<file path="config.mk">
export PLATFORM = sky130hd
export DESIGN_NAME = execute_memory_register
export DESIGN_NICKNAME = d
export VERILOG_FILES = /design/src/rtl/execute_memory_register.sv
export SDC_FILE = /design/constraint.sdc
export NUM_CORES = 1
export LEC_CHECK = 0
export ABC_AREA = 1
export ABC_CLOCK_PERIOD_IN_PS = 1500
export BUFFER_PORTS_ARGS = -buffer_cell sky130_fd_sc_hd__buf_2
export CAP_MARGIN = 40
export CORE_ASPECT_RATIO = 0.8
export CORE_UTILIZATION = 45
export CTS_BUF_LIST = sky130_fd_sc_hd__clkbuf_8
export CTS_CLUSTER_DIAMETER = 120
export CTS_CLUSTER_SIZE = 30
export DETAILED_ROUTE_END_ITERATION = 10
export HOLD_SLACK_MARGIN = 0.03
export PLACE_DENSITY = 0.83
export SLEW_MARGIN = 30
export SYNTH_ARGS = -nofsm -noshare
export SYNTH_HDL_FRONTEND = slang
export SYNTH_SLANG_ARGS = --single-unit
</file>
<file path="constraint.sdc">
create_clock -name clock -period 1.5 [get_ports clock]
set_input_delay 0.075 -clock clock [delete_from_list [all_inputs] [get_ports clock]]
set_output_delay 0.075 -clock clock [all_outputs]
set_load 0.02 [all_outputs]
</file>
<file path="src/rtl/execute_memory_register.sv">
// EX/MEM pipeline register of the MIPS32 core; turns a signed-overflow from the ALU into a precise trap.
// Latency: 1 cycle, EX inputs to MEM outputs; every output is registered.
// Backpressure: stall holds all pipeline outputs and drops the exception pulse; flush loads a bubble and overrides stall.
//
// Ports:
//   clock, reset (sync, active-low), stall, flush       - pipeline control
//   ex_*                                                 - execute-stage instruction and control bits
//   mem_*                                                - registered copies for the memory stage
//   exception, epc, overflow_count                       - trap pulse, trapping PC, saturating trap counter
module execute_memory_register #(
  parameter int COUNT_WIDTH = 8
) (
  input  logic                   clock,
  input  logic                   reset,
  input  logic                   stall,
  input  logic                   flush,
  input  logic                   ex_valid,
  input  logic [31:0]            ex_pc,
  input  logic [31:0]            ex_alu_result,
  input  logic                   ex_overflow,
  input  logic [31:0]            ex_store_data,
  input  logic [4:0]             ex_write_reg,
  input  logic                   ex_reg_write,
  input  logic                   ex_mem_read,
  input  logic                   ex_mem_write,
  input  logic                   ex_mem_to_reg,
  output logic                   mem_valid,
  output logic [31:0]            mem_alu_result,
  output logic [31:0]            mem_store_data,
  output logic [4:0]             mem_write_reg,
  output logic                   mem_reg_write,
  output logic                   mem_mem_read,
  output logic                   mem_mem_write,
  output logic                   mem_mem_to_reg,
  output logic                   exception,
  output logic [31:0]            epc,
  output logic [COUNT_WIDTH-1:0] overflow_count
);

  logic                   valid_q,     valid_d;
  logic [31:0]            alu_q,       alu_d;
  logic [31:0]            store_q,     store_d;
  logic [4:0]             wreg_q,      wreg_d;
  logic                   reg_write_q, reg_write_d;
  logic                   mem_read_q,  mem_read_d;
  logic                   mem_write_q, mem_write_d;
  logic                   mem_to_reg_q, mem_to_reg_d;
  logic                   exc_q,       exc_d;
  logic [31:0]            epc_q,       epc_d;
  logic [COUNT_WIDTH-1:0] cnt_q,       cnt_d;

  logic trap;
  assign trap = ex_valid & ex_overflow;

  always_comb begin
    // Default: hold everything; the exception pulse never survives a cycle on its own.
    valid_d      = valid_q;
    alu_d        = alu_q;
    store_d      = store_q;
    wreg_d       = wreg_q;
    reg_write_d  = reg_write_q;
    mem_read_d   = mem_read_q;
    mem_write_d  = mem_write_q;
    mem_to_reg_d = mem_to_reg_q;
    exc_d        = 1'b0;
    epc_d        = epc_q;
    cnt_d        = cnt_q;

    if (flush) begin
      valid_d      = 1'b0;
      alu_d        = '0;
      store_d      = '0;
      wreg_d       = '0;
      reg_write_d  = 1'b0;
      mem_read_d   = 1'b0;
      mem_write_d  = 1'b0;
      mem_to_reg_d = 1'b0;
    end else if (stall) begin
      // hold: defaults already cover it
    end else if (trap) begin
      // Squash the faulting instruction but keep its wrapped result visible for debug.
      valid_d      = 1'b0;
      alu_d        = ex_alu_result;
      store_d      = ex_store_data;
      wreg_d       = ex_write_reg;
      reg_write_d  = 1'b0;
      mem_read_d   = 1'b0;
      mem_write_d  = 1'b0;
      mem_to_reg_d = 1'b0;
      exc_d        = 1'b1;
      epc_d        = ex_pc;
      if (cnt_q != {COUNT_WIDTH{1'b1}}) begin
        cnt_d = cnt_q + 1'b1;
      end
    end else begin
      valid_d      = ex_valid;
      alu_d        = ex_alu_result;
      store_d      = ex_store_data;
      wreg_d       = ex_write_reg;
      reg_write_d  = ex_reg_write  & ex_valid;
      mem_read_d   = ex_mem_read   & ex_valid;
      mem_write_d  = ex_mem_write  & ex_valid;
      mem_to_reg_d = ex_mem_to_reg & ex_valid;
    end
  end

  always_ff @(posedge clock) begin
    if (!reset) begin
      valid_q      <= 1'b0;
      alu_q        <= '0;
      store_q      <= '0;
      wreg_q       <= '0;
      reg_write_q  <= 1'b0;
      mem_read_q   <= 1'b0;
      mem_write_q  <= 1'b0;
      mem_to_reg_q <= 1'b0;
      exc_q        <= 1'b0;
      epc_q        <= '0;
      cnt_q        <= '0;
    end else begin
      valid_q      <= valid_d;
      alu_q        <= alu_d;
      store_q      <= store_d;
      wreg_q       <= wreg_d;
      reg_write_q  <= reg_write_d;
      mem_read_q   <= mem_read_d;
      mem_write_q  <= mem_write_d;
      mem_to_reg_q <= mem_to_reg_d;
      exc_q        <= exc_d;
      epc_q        <= epc_d;
      cnt_q        <= cnt_d;
    end
  end

  assign mem_valid      = valid_q;
  assign mem_alu_result = alu_q;
  assign mem_store_data = store_q;
  assign mem_write_reg  = wreg_q;
  assign mem_reg_write  = reg_write_q;
  assign mem_mem_read   = mem_read_q;
  assign mem_mem_write  = mem_write_q;
  assign mem_mem_to_reg = mem_to_reg_q;
  assign exception      = exc_q;
  assign epc            = epc_q;
  assign overflow_count = cnt_q;

endmodule

</file>
==> results of run 1 <==
how the worst max path moves through the flow:
stage / startpoint / to / slack [ns]
after global placement: overflow_count[0] / overflow_count[1] / 0.18
after CTS: overflow_count[0] / overflow_count[2] / 0.05
after global routing: overflow_count[0] / overflow_count[0] / 0.02
final: overflow_count[0] / overflow_count[0] / 0.12
after floorplan: overflow_count[0] / overflow_count[1] / 0.09
after detailed placement: overflow_count[0] / overflow_count[2] / 0.07
worst max-delay path: cells and delay by family, from the launching register on:
| family | cells | cell delay, ns |
|---|---|---|
| adders and majority gates | 1 | 0.22 |
| DFF | 1 | 0.37 |
| buffers and inverters | 1 | 0.06 |
| and+or+nand+nor | 7 | 0.65 |
metal layers:
layer	GRT usage (%)	up-vias
li1	-	2366
met3	9.05	72
met5	0	-
met4	21.9	0
met1	31.7	2234
met2	56.2	270
timing repair:
item | CTS | global route
resized for setup | 0 | 4
hold buffers | 111 | 0
setup endpoints to repair | 0 | 5
hold endpoints to repair | 109 | 0
cells by family (layout without fill, tap and decap cells):
logic type / after synthesis / count (layout) / synth area share, %
simple gates: 258 / 258 / 24.3
flops: 115 / 115 / 56.4
compound gates: 113 / 113 / 13.9
buf+inv: 44 / 386 / 4.66
xor+xnor: 2 / 2 / 0.429
fa+ha+maj: 1 / 1 / 0.306
power by group through the flow:
stage / sequential, mW / clock, mW / combinational [mW]
3_3_place_gp: 3.25 / 0 / 0.624
2_1_floorplan: 3.37 / 0 / 0.226
6_report: 3.20 / 2.77 / 0.893
3_5_place_dp: 3.26 / 0 / 0.639
4_1_cts: 3.19 / 2.81 / 0.861
5_1_grt: 3.20 / 2.99 / 0.960
final cells by class:
class                   count  area share, %
multi-input cells         374           23.5
inverters                  10          0.550
clock inverters            12           1.67
flip-flops and latches    115           33.8
repair buffers            344           34.4
well taps                 112           2.05
clock buffers              20           4.04
per-stage QoR:
stage	power [mW]	hold slack [ns]	cell area, sq um
after floorplan	3.60	0.210	4090
after global placement	3.88	0.297	5310
after detailed placement	3.90	0.303	5310
after CTS	6.86	0.0784	6810
after global routing	7.16	0.0899	6820
final	6.86	0.110	6820
placed cells by master, fill, tap and decap left out:
cell and count:
sky130_fd_sc_hd__a21oi_1 77, sky130_fd_sc_hd__buf_12 4, sky130_fd_sc_hd__buf_2 225, sky130_fd_sc_hd__buf_4 4, sky130_fd_sc_hd__bufinv_16 2, sky130_fd_sc_hd__clkbuf_8 20, sky130_fd_sc_hd__clkinv_2 6, sky130_fd_sc_hd__clkinv_4 1
sky130_fd_sc_hd__clkinvlp_4 1, sky130_fd_sc_hd__dfxtp_1 113, sky130_fd_sc_hd__dfxtp_2 2, sky130_fd_sc_hd__dlygate4sd3_1 111, sky130_fd_sc_hd__ha_1 1, sky130_fd_sc_hd__inv_1 10, sky130_fd_sc_hd__inv_2 2, sky130_fd_sc_hd__nand2_1 166
sky130_fd_sc_hd__nand2_2 3, sky130_fd_sc_hd__nand2_4 1, sky130_fd_sc_hd__nand3_1 3, sky130_fd_sc_hd__nand4_1 2, sky130_fd_sc_hd__nor2_1 79, sky130_fd_sc_hd__nor2_2 1, sky130_fd_sc_hd__nor2_4 1, sky130_fd_sc_hd__nor3_1 2
sky130_fd_sc_hd__o21ai_0 15, sky130_fd_sc_hd__o21ai_1 20, sky130_fd_sc_hd__o21bai_1 1, sky130_fd_sc_hd__xor2_1 2
==> run summary, run 1 <==
The uppermost layer routed is met4. The global-route total usage across every layer is 31.5%, and the share of flip-flops with an asynchronous set or reset after synthesis is 0%. The cell occurring most often along the worst timing path is sky130_fd_sc_hd__nand2_1. In this run the worst hold path is classified as primary input to flop. Measured along the y axis, the die boundary spans 87.2 microns. The count of nets left with antenna violations once routing finished came out at 0.

Dividing the detail-routed wire length by the instance count gives 14.9 microns. The count of TritonRoute iterations in the first routing pass is 5. The worst hold path passes through 5 cells.

The run gives 0 ns as the final total negative setup slack. The slowest stage of the critical path is the sky130_fd_sc_hd__dfxtp_2 cell. Setup violations remaining at the end of the flow were counted as 0. Entering global routing, the biggest net connects 75 pins. The dominant cell type by area after synthesis was sky130_fd_sc_hd__dfxtp_1. For flop-to-flop paths, the worst setup slack is 0.12 ns.

The logs give 7740 microns for the estimated wirelength of the detail-placed design and 723 MHz for the achievable clock frequency. The run gives 0.835 as the final RePlAce weighted congestion. Buffers placed on the I/O ports in this run total 225.

The startpoint identified for the worst register-to-register timing path is overflow_count[0]. The standby leakage power is 3.35 nW. The worst hold path begins at ex_overflow. Setup repair after global routing left no endpoint under its margin. The signal on the critical path passes through ha_1 -> nand2_1 -> nor2_4 -> nand2_2 -> nand2_4 -> inv_2 -> nand2_1 -> nand2_1 -> nor2_1. The most frequently used cell type in the post-synthesis netlist is sky130_fd_sc_hd__nand2_1. The flow ran to the end, and the final reports show no timing, DRC or antenna violations. The final hold violation count is 0. The share of the clock period used by the worst path works out to 92.2%. The post-route minimum period was 1.38 ns. The total placed cells including tap cells is 844. The net switching power figure came out at 1.70 mW.

In the routed design, unresolved DRC markers number 0. The number of flops mapped to enable cells by yosys was 0. Kind of launch point of the worst setup path: a flop. The critical path is of the flop to flop type. Counting the buffers created by CTS gives 17. The worst clock skew is 0.00738 ns, and the setup slack after layout is 0.117 ns.

For the number of violations of the max-capacitance limit, the log shows 0. The die covers 9470 sq um. Averaged over all synthesized cells, the footprint is 7.66 sq um. The area growth from synthesis to layout is 67.0%. Summing all multi-input logic gate instances after layout gives 1600 sq um. The via count of the first global-routing pass is 4858. The tools report the filler cell count in the final layout as 540.

Total met2 wirelength after detailed routing: 7760 microns. Terminating pin of the worst hold path: mem_mem_read. The part of the Yosys area used for sequential elements is 56.4%, and the netlist area before placement is 4090 sq um.

The worst-case IR drop observed on VDD is 711 uV. Once the floorplan was initialized, standard cells occupied 47.3% of the core. In the final routing, the length of wire on met1 measures 5350 microns. In this run, the clock network consumes 40.4% of the power.

Combinational cells account for 13.0% of the total power. The post-layout net count was 974; the number of design-rule violations left by the first detailed-router iteration was 383. The tools report the count of mapped cells out of synthesis as 533.

The commonest cells after synthesis are sky130_fd_sc_hd__nand2_1, sky130_fd_sc_hd__dfxtp_1, sky130_fd_sc_hd__nor2_1, sky130_fd_sc_hd__a21oi_1, sky130_fd_sc_hd__o21ai_1. Wire segments on met3 add up to 935 microns in the final route. The share of post-route cells with drive strength above 1 came out at 31.2%.

At the worst endpoint, the required time is 1.84 ns. Core area: 8630 sq um. For the number of max-slew violations in the final report, the log shows 0.

The logs give 0 for the sum of overflow across all layers after global routing and 0.41 ns for the clock insertion delay at the later pin of the skew report. The tools report the type of element capturing the critical path as a flop. Post-CTS timing repair inserted 0 buffers for setup. The worst-path maximum fanout is 5, and the number of cells traversed by the worst register-to-register path is 9. Dividing the detail-routed via count by the number of cells gives 5.01. Number of nets in the synthesized netlist: 645. Commonest register cell after synthesis: sky130_fd_sc_hd__dfxtp_1. Cells fill 79.0% of the core in the end. The number of sinks driven by the clock tree is 115. CTS placed an instance of sky130_fd_sc_hd__clkbuf_8 at the clock tree root. The tools report the total vias in the final route as 4942.

The maximum number of buffers from clock root to sink was 2; the initial antenna violation count was 0. The number of warnings reported in the yosys synthesis log is 0. TritonCTS built the clock tree.

Summing all flip-flop and latch instances after layout gives 2300 sq um. Synthesis instantiated 21 different standard cells from the library. The wire length of the first global-routing pass is 22600 microns. For this design the ratio of total power to cell area is 1010 nW/um^2. The width of the chip was 109 microns; the switching part of the total power was 24.8%.

Number of antenna cells inserted: 0. In this run, synthesis produced a sequential element count of 115. Worst setup slack after placement: 0.0659 ns. The clock tree synthesis step divided the H-tree into 4 levels.

The run gives 5.17 mW as the internal power summed over all cells. The peak per-stage delay on the critical path is 0.37 ns, and the transition time at the pin with the least slew margin is 0.341 ns. The top cell type by area accounts for 56.4% of the synthesized area.

By area the synthesized netlist is led by sky130_fd_sc_hd__dfxtp_1, sky130_fd_sc_hd__nand2_1, sky130_fd_sc_hd__a21oi_1, sky130_fd_sc_hd__nor2_1, sky130_fd_sc_hd__o21ai_1. The initialized floorplan defines 30 standard-cell rows. The clock slew seen by the registers of the worst setup and hold paths is 0.07 ns, and the relative max-transition margin is 77.2%. The run gives 226 as the number of top-level design ports. For this run, the number of standard cells in the final layout without fillers is 987. In this run the critical register-to-register path is captured at overflow_count[0]. The endpoint arrival time on the critical path is 1.72 ns, and the sum of routed wire length over all layers is 14700 microns. The part of the power in registers came out at 46.6%.
Note: power is estimated with default switching activity, not from simulation.
==> run 2: changes to the inputs <==
Settings changed: CTS_BUF_LIST sky130_fd_sc_hd__clkbuf_8 to sky130_fd_sc_hd__clkbuf_4 sky130_fd_sc_hd__clkbuf_8.
==> run 2 against run 1 <==
  * Via count increased by 0.20%
  * Clock skew up 0.0014 ns
  * Largest power group unchanged
  * Setup slack improved by 0.010 ns
  * Power grew 0.79%
  * Largest cell class unchanged
  * Register-to-register slack about the same
==> run summary, run 2 (synthesis results as in run 1) <==
The number of antenna cells inserted was 0 (unchanged). The buffer and inverter count on the worst path works out to 1 (unchanged). For the sum of overflow across all layers after global routing, the log shows 0 (unchanged).

In this design, the largest share of critical-path delay is due to simple AND/OR/NAND/NOR gates. The total met2 wirelength after detailed routing is 7670 microns (-1.2%), and the power per cell area is 1010 nW/um^2 (+0.68%). The clock slew seen by the registers of the worst setup and hold paths works out to 0.07 ns (about the same). The maximum number of pins on one net before global-route repair is 75 (unchanged), and the part of the power in registers is 46.2% (-0.4 points). The sum of routed wire length over all layers is 14700 microns (+0.11%), and the relative max-transition margin is 77.3% (about the same).

The share of total power in combinational logic was 12.9% (about the same). The core area was 8630 sq um (unchanged); the number of violations of the max-capacitance limit was 0 (unchanged). The run gives 31.4% (-0.032 points) as the global-route total usage across every layer. The number of top-level design ports was 226 (unchanged); the clock insertion delay at the later pin of the skew report was 0.41 ns (about the same).

The worst IR drop on VDD was 709 uV (-0.33%); the wire length per cell after detailed routing was 14.9 microns (+0.11%). The worst clock skew is 0.00874 ns (+0.00137 ns). The run gives 728 MHz (+0.73%) as the achievable clock frequency. The maximum number of buffers from clock root to sink is 2 (unchanged).

The required time of the critical path came out at 1.85 ns (about the same). Final RePlAce weighted congestion: 0.835 (unchanged). Clock tree root buffer cell: sky130_fd_sc_hd__clkbuf_8. The initial antenna violation count was 0 (unchanged). The share of the clock period used by the worst path is 91.5% (-0.66 points), and the switching part of the total power is 24.6% (-0.12 points). Internal power summed over all cells: 5.21 mW (+0.96%). The CTS buffer count is 17 (unchanged). The wire length on met1 is 5270 microns (-1.5%), and the count of TritonRoute iterations in the first routing pass is 5 (unchanged). The endpoint arrival time on the critical path came out at 1.72 ns (about the same). For the final total negative setup slack, the log shows 0 ns (unchanged). TritonCTS built the clock tree. STA classifies the critical path endpoint as a flop.

Filler cell count in the final layout: 540 (unchanged). Relative area change from synthesis to final layout: 67.2%. The tools report the count of antenna-violating nets left after detailed routing as 0 (unchanged). The total placed cells including tap cells is 844 (unchanged), and the number of max-slew violations in the final report is 0 (unchanged).

The run gives 47.3% (unchanged) as the starting utilization of the core area. The standby leakage power is 3.35 nW (about the same). The critical path is of the flop to flop type.

The via count of the first global-routing pass is 4859 (+0.021%). For the net switching power figure, the log shows 1.70 mW (+0.29%). For the number of sinks driven by the clock tree, the log shows 115 (unchanged). The number of vias per cell after detailed routing was 5.02 (+0.20%); the final hold violation count was 0 (unchanged). Among all stages on the critical path, the largest delay is contributed by sky130_fd_sc_hd__dfxtp_2. The run gives 369 (-3.7%) as the number of design-rule violations left by the first detailed-router iteration. The worst hold path belongs to the class primary input to flop. The clock network fraction of total power is 40.9% (+0.5 points). Leaving out fill and tap cells, the most frequent cells in the layout are sky130_fd_sc_hd__buf_2, sky130_fd_sc_hd__nand2_1, sky130_fd_sc_hd__dfxtp_1. The cell occurring most often along the worst timing path was sky130_fd_sc_hd__nand2_1. The estimated wirelength of the detail-placed design was 7740 microns (unchanged); the post-route non-filler standard cell count was 987 (unchanged). The number of placement rows came out at 30 (unchanged). For the buffers inserted during post-CTS setup optimization, the log shows 0 (unchanged). The uppermost layer routed is met4. Most common cell after layout, fill and taps aside: sky130_fd_sc_hd__buf_2. The signal on the critical path passes through ha_1 -> nand2_1 -> nor2_4 -> nand2_2 -> nand2_4 -> inv_2 -> nand2_1 -> nand2_1 -> nor2_1.

For the post-layout net count, the log shows 974 (unchanged). The post-route minimum period came out at 1.37 ns (-0.00997 ns). The flow ran to the end, and the final reports show no timing, DRC or antenna violations. The logs give 4952 (+0.20%) for the total vias in the final route and 1050 microns (+12%) for the routed length on met3. For the number of failing setup endpoints in the final timing report, the log shows 0 (unchanged).

The floorplan die height works out to 87.2 microns (unchanged). The width of the chip was 109 microns (unchanged); the wire length of the first global-routing pass was 22600 microns (-0.12%). The transition time at the pin with the least slew margin was 0.340 ns (-0.000846 ns); the worst-path maximum fanout was 5 (unchanged). The peak per-stage delay on the critical path is 0.37 ns (about the same), and the total DRC errors in the routed layout is 0 (unchanged). The share of post-route cells with drive strength above 1 works out to 31.4% (+0.23 points). The count of port buffers added during placement was 225 (unchanged). For the die footprint, the log shows 9470 sq um (unchanged). STA classifies the critical path startpoint as a flop.

Setup repair after global routing left no endpoint under its margin. The H-tree depth reported by CTS came out at 4 (unchanged).
run 2: changes by cell type in the layout (fill, tap and decap cells not counted):
cell / previous run / this run
sky130_fd_sc_hd__inv_1: 10 / 8
sky130_fd_sc_hd__clkbuf_4: 0 / 2
run 2: final timing paths:
check / startpoint / endpoint / slack, ns / depth (start not counted)
worst max-delay path: overflow_count[0] / overflow_count[0] / 0.13 / 9
worst min-delay path: ex_overflow / mem_mem_read / 0.10 / 5
worst max register to register: overflow_count[0] / overflow_count[0] / 0.13 / 9
worst min register to register: mem_alu_result[10] / mem_alu_result[10] / 0.46 / 2
run 2: worst reg2reg max path: stages (launching register included):
cell and delay [ns]:
sky130_fd_sc_hd__dfxtp_2 0.37, sky130_fd_sc_hd__ha_1 0.21, sky130_fd_sc_hd__nand2_1 0.10, sky130_fd_sc_hd__nor2_4 0.13, sky130_fd_sc_hd__nand2_2 0.11, sky130_fd_sc_hd__nand2_4 0.10
sky130_fd_sc_hd__inv_2 0.06, sky130_fd_sc_hd__nand2_1 0.07, sky130_fd_sc_hd__nand2_1 0.06, sky130_fd_sc_hd__nor2_1 0.09
run 2: per-stage QoR:
stage | util (%) | power, mW | setup WS [ns] | instance area [sq um] | hold WS (ns)
floorplan | - | 3.60 | 0.0907 | 4090 | 0.210
global placement | 61.5 | 3.88 | 0.184 | 5310 | 0.297
detailed placement | 61.5 | 3.90 | 0.0659 | 5310 | 0.303
CTS | 79.0 | 6.91 | 0.0515 | 6820 | 0.0783
global route | 79.1 | 7.20 | 0.0195 | 6830 | 0.0880
finish | 79.1 | 6.92 | 0.127 | 6830 | 0.105
run 2: repair_timing:
item                                    4_1_cts  5_1_grt
resized for setup                             0        4
endpoints found under the hold margin       109        0
hold buffers                                111        0
endpoints found under the setup margin        0        5
run 2: area by class of cell:
class,count,area [sq um],share of cell area (%)
clock buffers,22,290,4.25
repair buffers,344,2350,34.4
clock inverters,10,106,1.56
inverters,10,37.5,0.550
multi-input cells,374,1600,23.5
well taps,112,140,2.05
flip-flops and latches,115,2300,33.7
run 2: power by group through the flow:
stage	combinational, mW	sequential (mW)	clock [mW]
after floorplan	0.226	3.37	0
after global placement	0.624	3.25	0
after detailed placement	0.639	3.26	0
after CTS	0.861	3.19	2.86
after global routing	0.960	3.20	3.04
final	0.894	3.20	2.83
run 2: routing by layer:
metal	global-route usage [%]	vias to the layer above
met1	31.7	2221
met5	0	-
met4	21.9	0
li1	-	2365
met3	9.05	76
met2	56.2	290
==> run 3: changes to the inputs <==
Settings changed: BUFFER_PORTS_ARGS -buffer_cell sky130_fd_sc_hd__buf_2 to -buffer_cell sky130_fd_sc_hd__buf_4.
==> run 3 against run 2 <==
  * Clock skew fell by 0.0016 ns
  * Maximum frequency rose by 0.68%
  * Power fell by 0.32%
  * Die area did not move
  * Design area rose by 6.9%
  * Critical path type unchanged
  * Critical endpoint unchanged
  * Largest cell class unchanged
  * Largest power group unchanged
  * Highest routed layer unchanged
==> run summary, run 3 (synthesis results as in run 1) <==
For the core area, the log shows 8630 sq um (unchanged). Leaving out fill and tap cells, the most frequent cells in the layout are sky130_fd_sc_hd__buf_4, sky130_fd_sc_hd__nand2_1, sky130_fd_sc_hd__dfxtp_1. The count of antenna-violating nets left after detailed routing is 0 (unchanged). The peak per-stage delay on the critical path was 0.39 ns (+0.02 ns); the number of cells on the critical path was 9 (unchanged). TritonCTS built the clock tree.

The worst setup slack after placement is 0.0843 ns (+0.0184 ns), and the final RePlAce weighted congestion is 0.823 (-1.4%). The end-of-flow core utilization was 84.6% (+5.5 points). Total DRC errors in the routed layout: 0 (unchanged).

The number of top-level design ports is 226 (unchanged), and the number of max-slew violations in the final report is 0 (unchanged). The tree is rooted in a sky130_fd_sc_hd__clkbuf_8. The worst IR drop on VDD is 846 uV (+19%). The filler cell count in the final layout was 473 (-12%); the global-route total usage across every layer was 34.2% (+2.7 points). The width of the chip is 109 microns (unchanged), and the initial antenna violation count is 0 (unchanged). The wire length of the first global-routing pass is 24500 microns (+8.4%), and the count of port buffers added during placement is 225 (unchanged). Number of cells traversed by the worst register-to-register path: 9 (unchanged).

The internal power summed over all cells came out at 5.19 mW (-0.53%). The share of total power in combinational logic was 15.2% (+2.3 points); the number of vias per cell after detailed routing was 5.18 (+3.2%). The transition time at the pin with the least slew margin is 0.548 ns (+0.207 ns), and the number of sinks driven by the clock tree is 115 (unchanged). The maximum number of buffers from clock root to sink is 2 (unchanged), and the post-layout net count is 969 (-0.51%). The CTS buffer count was 17 (unchanged).

The clock network fraction of total power was 38.4% (-2.5 points); the share of the clock period used by the worst path was 90.9% (-0.62 points). The most common cell after layout, fill and taps aside was sky130_fd_sc_hd__buf_4. The final total negative setup slack was 0 ns (unchanged).

The tools report the area taken by multi-input logic gates as 1600 sq um (unchanged). The via count of the first global-routing pass is 5179 (+6.6%), and the area used by sequential logic in the layout is 2300 sq um (about the same). The run gives 8340 microns (+7.7%) as the estimated wirelength of the detail-placed design.

The flow ran to the end, and the final reports show no timing, DRC or antenna violations. The standby leakage power is 3.39 nW (+1.2%). The area growth from synthesis to layout is 78.7%.

The tools report the number of failing setup endpoints in the final timing report as 0 (unchanged). The number of placement rows is 30 (unchanged). Post-route minimum period: 1.36 ns (-0.00927 ns). Wire length per cell after detailed routing: 16.3 microns (+9.4%). The starting utilization of the core area is 47.3% (unchanged), and the floorplan die height is 87.2 microns (unchanged). The sum of overflow across all layers after global routing was 0 (unchanged).

The switching part of the total power works out to 24.8% (+0.16 points). For the net switching power figure, the log shows 1.71 mW (+0.32%). The critical setup path kind was flop to flop.

The buffers inserted during post-CTS setup optimization came out at 0 (unchanged). The buffer and inverter count on the worst path is 1 (unchanged). Number of antenna cells inserted: 0 (unchanged). The final hold violation count was 0 (unchanged). The clock insertion delay at the later pin of the skew report came out at 0.43 ns (+0.02 ns).

The tools report the total vias in the final route as 5068 (+2.3%). Kind of launch point of the worst setup path: a flop. Number of cells on the worst hold path: 5 (unchanged). The share of post-route cells with drive strength above 1 works out to 31.4% (-0.056 points). The critical path ends at overflow_count[0].

The startpoint of the most critical setup path is overflow_count[1]. The type of element capturing the critical path is a flop. The worst clock skew was 0.00717 ns (-0.00157 ns); the endpoint arrival time on the critical path was 1.73 ns (about the same). Worst-path maximum fanout: 5 (unchanged). The number of violations of the max-capacitance limit was 0 (unchanged).

In this run the worst hold path is classified as primary input to flop. Number of design-rule violations left by the first detailed-router iteration: 372 (+0.81%). The kind of cell with the highest combined delay along the critical path is simple AND/OR/NAND/NOR gates. For the part of the power in registers, the log shows 46.5% (+0.3 points).

Walking the worst path, the cells encountered are ha_1 -> nand2_1 -> nor2_4 -> nand2_2 -> nand2_4 -> inv_2 -> nand2_1 -> nand2_1 -> nor2_1. The run gives 63.5% (-14 points) as the relative max-transition margin. The run gives 16000 microns (+8.5%) as the sum of routed wire length over all layers. The die footprint is 9470 sq um (unchanged). Achievable clock frequency: 733 MHz (+0.68%). For this design, the slowest cell found on the critical path is sky130_fd_sc_hd__dfxtp_1. The required time of the critical path is 1.86 ns (about the same), and the H-tree depth reported by CTS is 4 (unchanged). In this design, the critical path's most frequently occurring cell is sky130_fd_sc_hd__nand2_1. In this run the critical register-to-register path is captured at overflow_count[0]. The setup slack after layout was 0.136 ns (+0.00927 ns). The count of TritonRoute iterations in the first routing pass came out at 5 (unchanged). The power per cell area was 945 nW/um^2 (-6.8%); the slack of the worst reg-to-reg path was 0.14 ns (about the same). The maximum number of pins on one net before global-route repair was 70 (-6.7%). The worst register-to-register path begins at overflow_count[1]. The clock slew seen by the registers of the worst setup and hold paths works out to 0.07 ns (about the same).
==> run 3: changes by cell type in the layout (fill, tap and decap cells not counted), sizes merged <==
cell / before / now
clkinvlp: 1 / 0
dlygate4sd3: 111 / 105
buf: 233 / 234
clkbuf: 22 / 23
clkinv: 7 / 5
bufinv: 2 / 1
==> run 3: power by group through the flow <==
stage	Sequential [mW]	Combinational, mW	Clock (mW)
6_report	3.20	1.05	2.65
3_5_place_dp	3.26	0.776	0
2_1_floorplan	3.37	0.226	0
3_3_place_gp	3.26	0.761	0
5_1_grt	3.21	1.11	2.85
4_1_cts	3.20	1.00	2.67
==> run 3: final cells by class <==
class                      instances  share of cell area, %
multi-input combinational        374                   22.0
clock buffer                      23                   4.16
clock inverter                     6                  0.754
timing repair buffer             339                   39.1
sequential                       115                   31.6
tap                              112                   1.92
inverter                          10                  0.514
==> run 3: routing by layer <==
layer	vias up	GRT usage, %	routed length [microns]
met5	-	0	0
met4	0	24.4	830
met3	88	10.8	1220
met2	309	61.0	8180
met1	2325	33.7	5740
li1	2346	-	-
==> run 3: timing repair <==
item	in CTS	in global routing
endpoints found under the hold margin	105	0
setup endpoints to repair	0	6
hold buffers	105	0
resized for setup	0	3
==> run 3: worst min path at each step <==
stage	from	endpoint	slack [ns]
after global placement	ex_pc[29]	epc[29]	0.30
after floorplan	ex_pc[0]	epc[0]	0.21
after detailed placement	ex_pc[23]	epc[23]	0.30
after CTS	ex_overflow	mem_valid	0.07
final	ex_overflow	mem_valid	0.10
after global routing	ex_overflow	mem_mem_write	0.10
==> run 3: metrics by stage <==
stage | total power [mW] | cells | hold WS [ns] | cell area, sq um
after floorplan | 3.60 | 533 | 0.210 | 4090
after global placement | 4.02 | 845 | 0.296 | 5880
after detailed placement | 4.04 | 845 | 0.304 | 5880
after CTS | 6.87 | 979 | 0.0701 | 7290
after global routing | 7.16 | 979 | 0.102 | 7300
final | 6.90 | 979 | 0.101 | 7300
==> run 3: worst min-delay path, stage by stage <==
cell                      delay, ns
sky130_fd_sc_hd__buf_4         0.10
sky130_fd_sc_hd__nor3_1        0.05
sky130_fd_sc_hd__buf_4         0.15
sky130_fd_sc_hd__inv_1         0.05
sky130_fd_sc_hd__a21oi_1       0.05
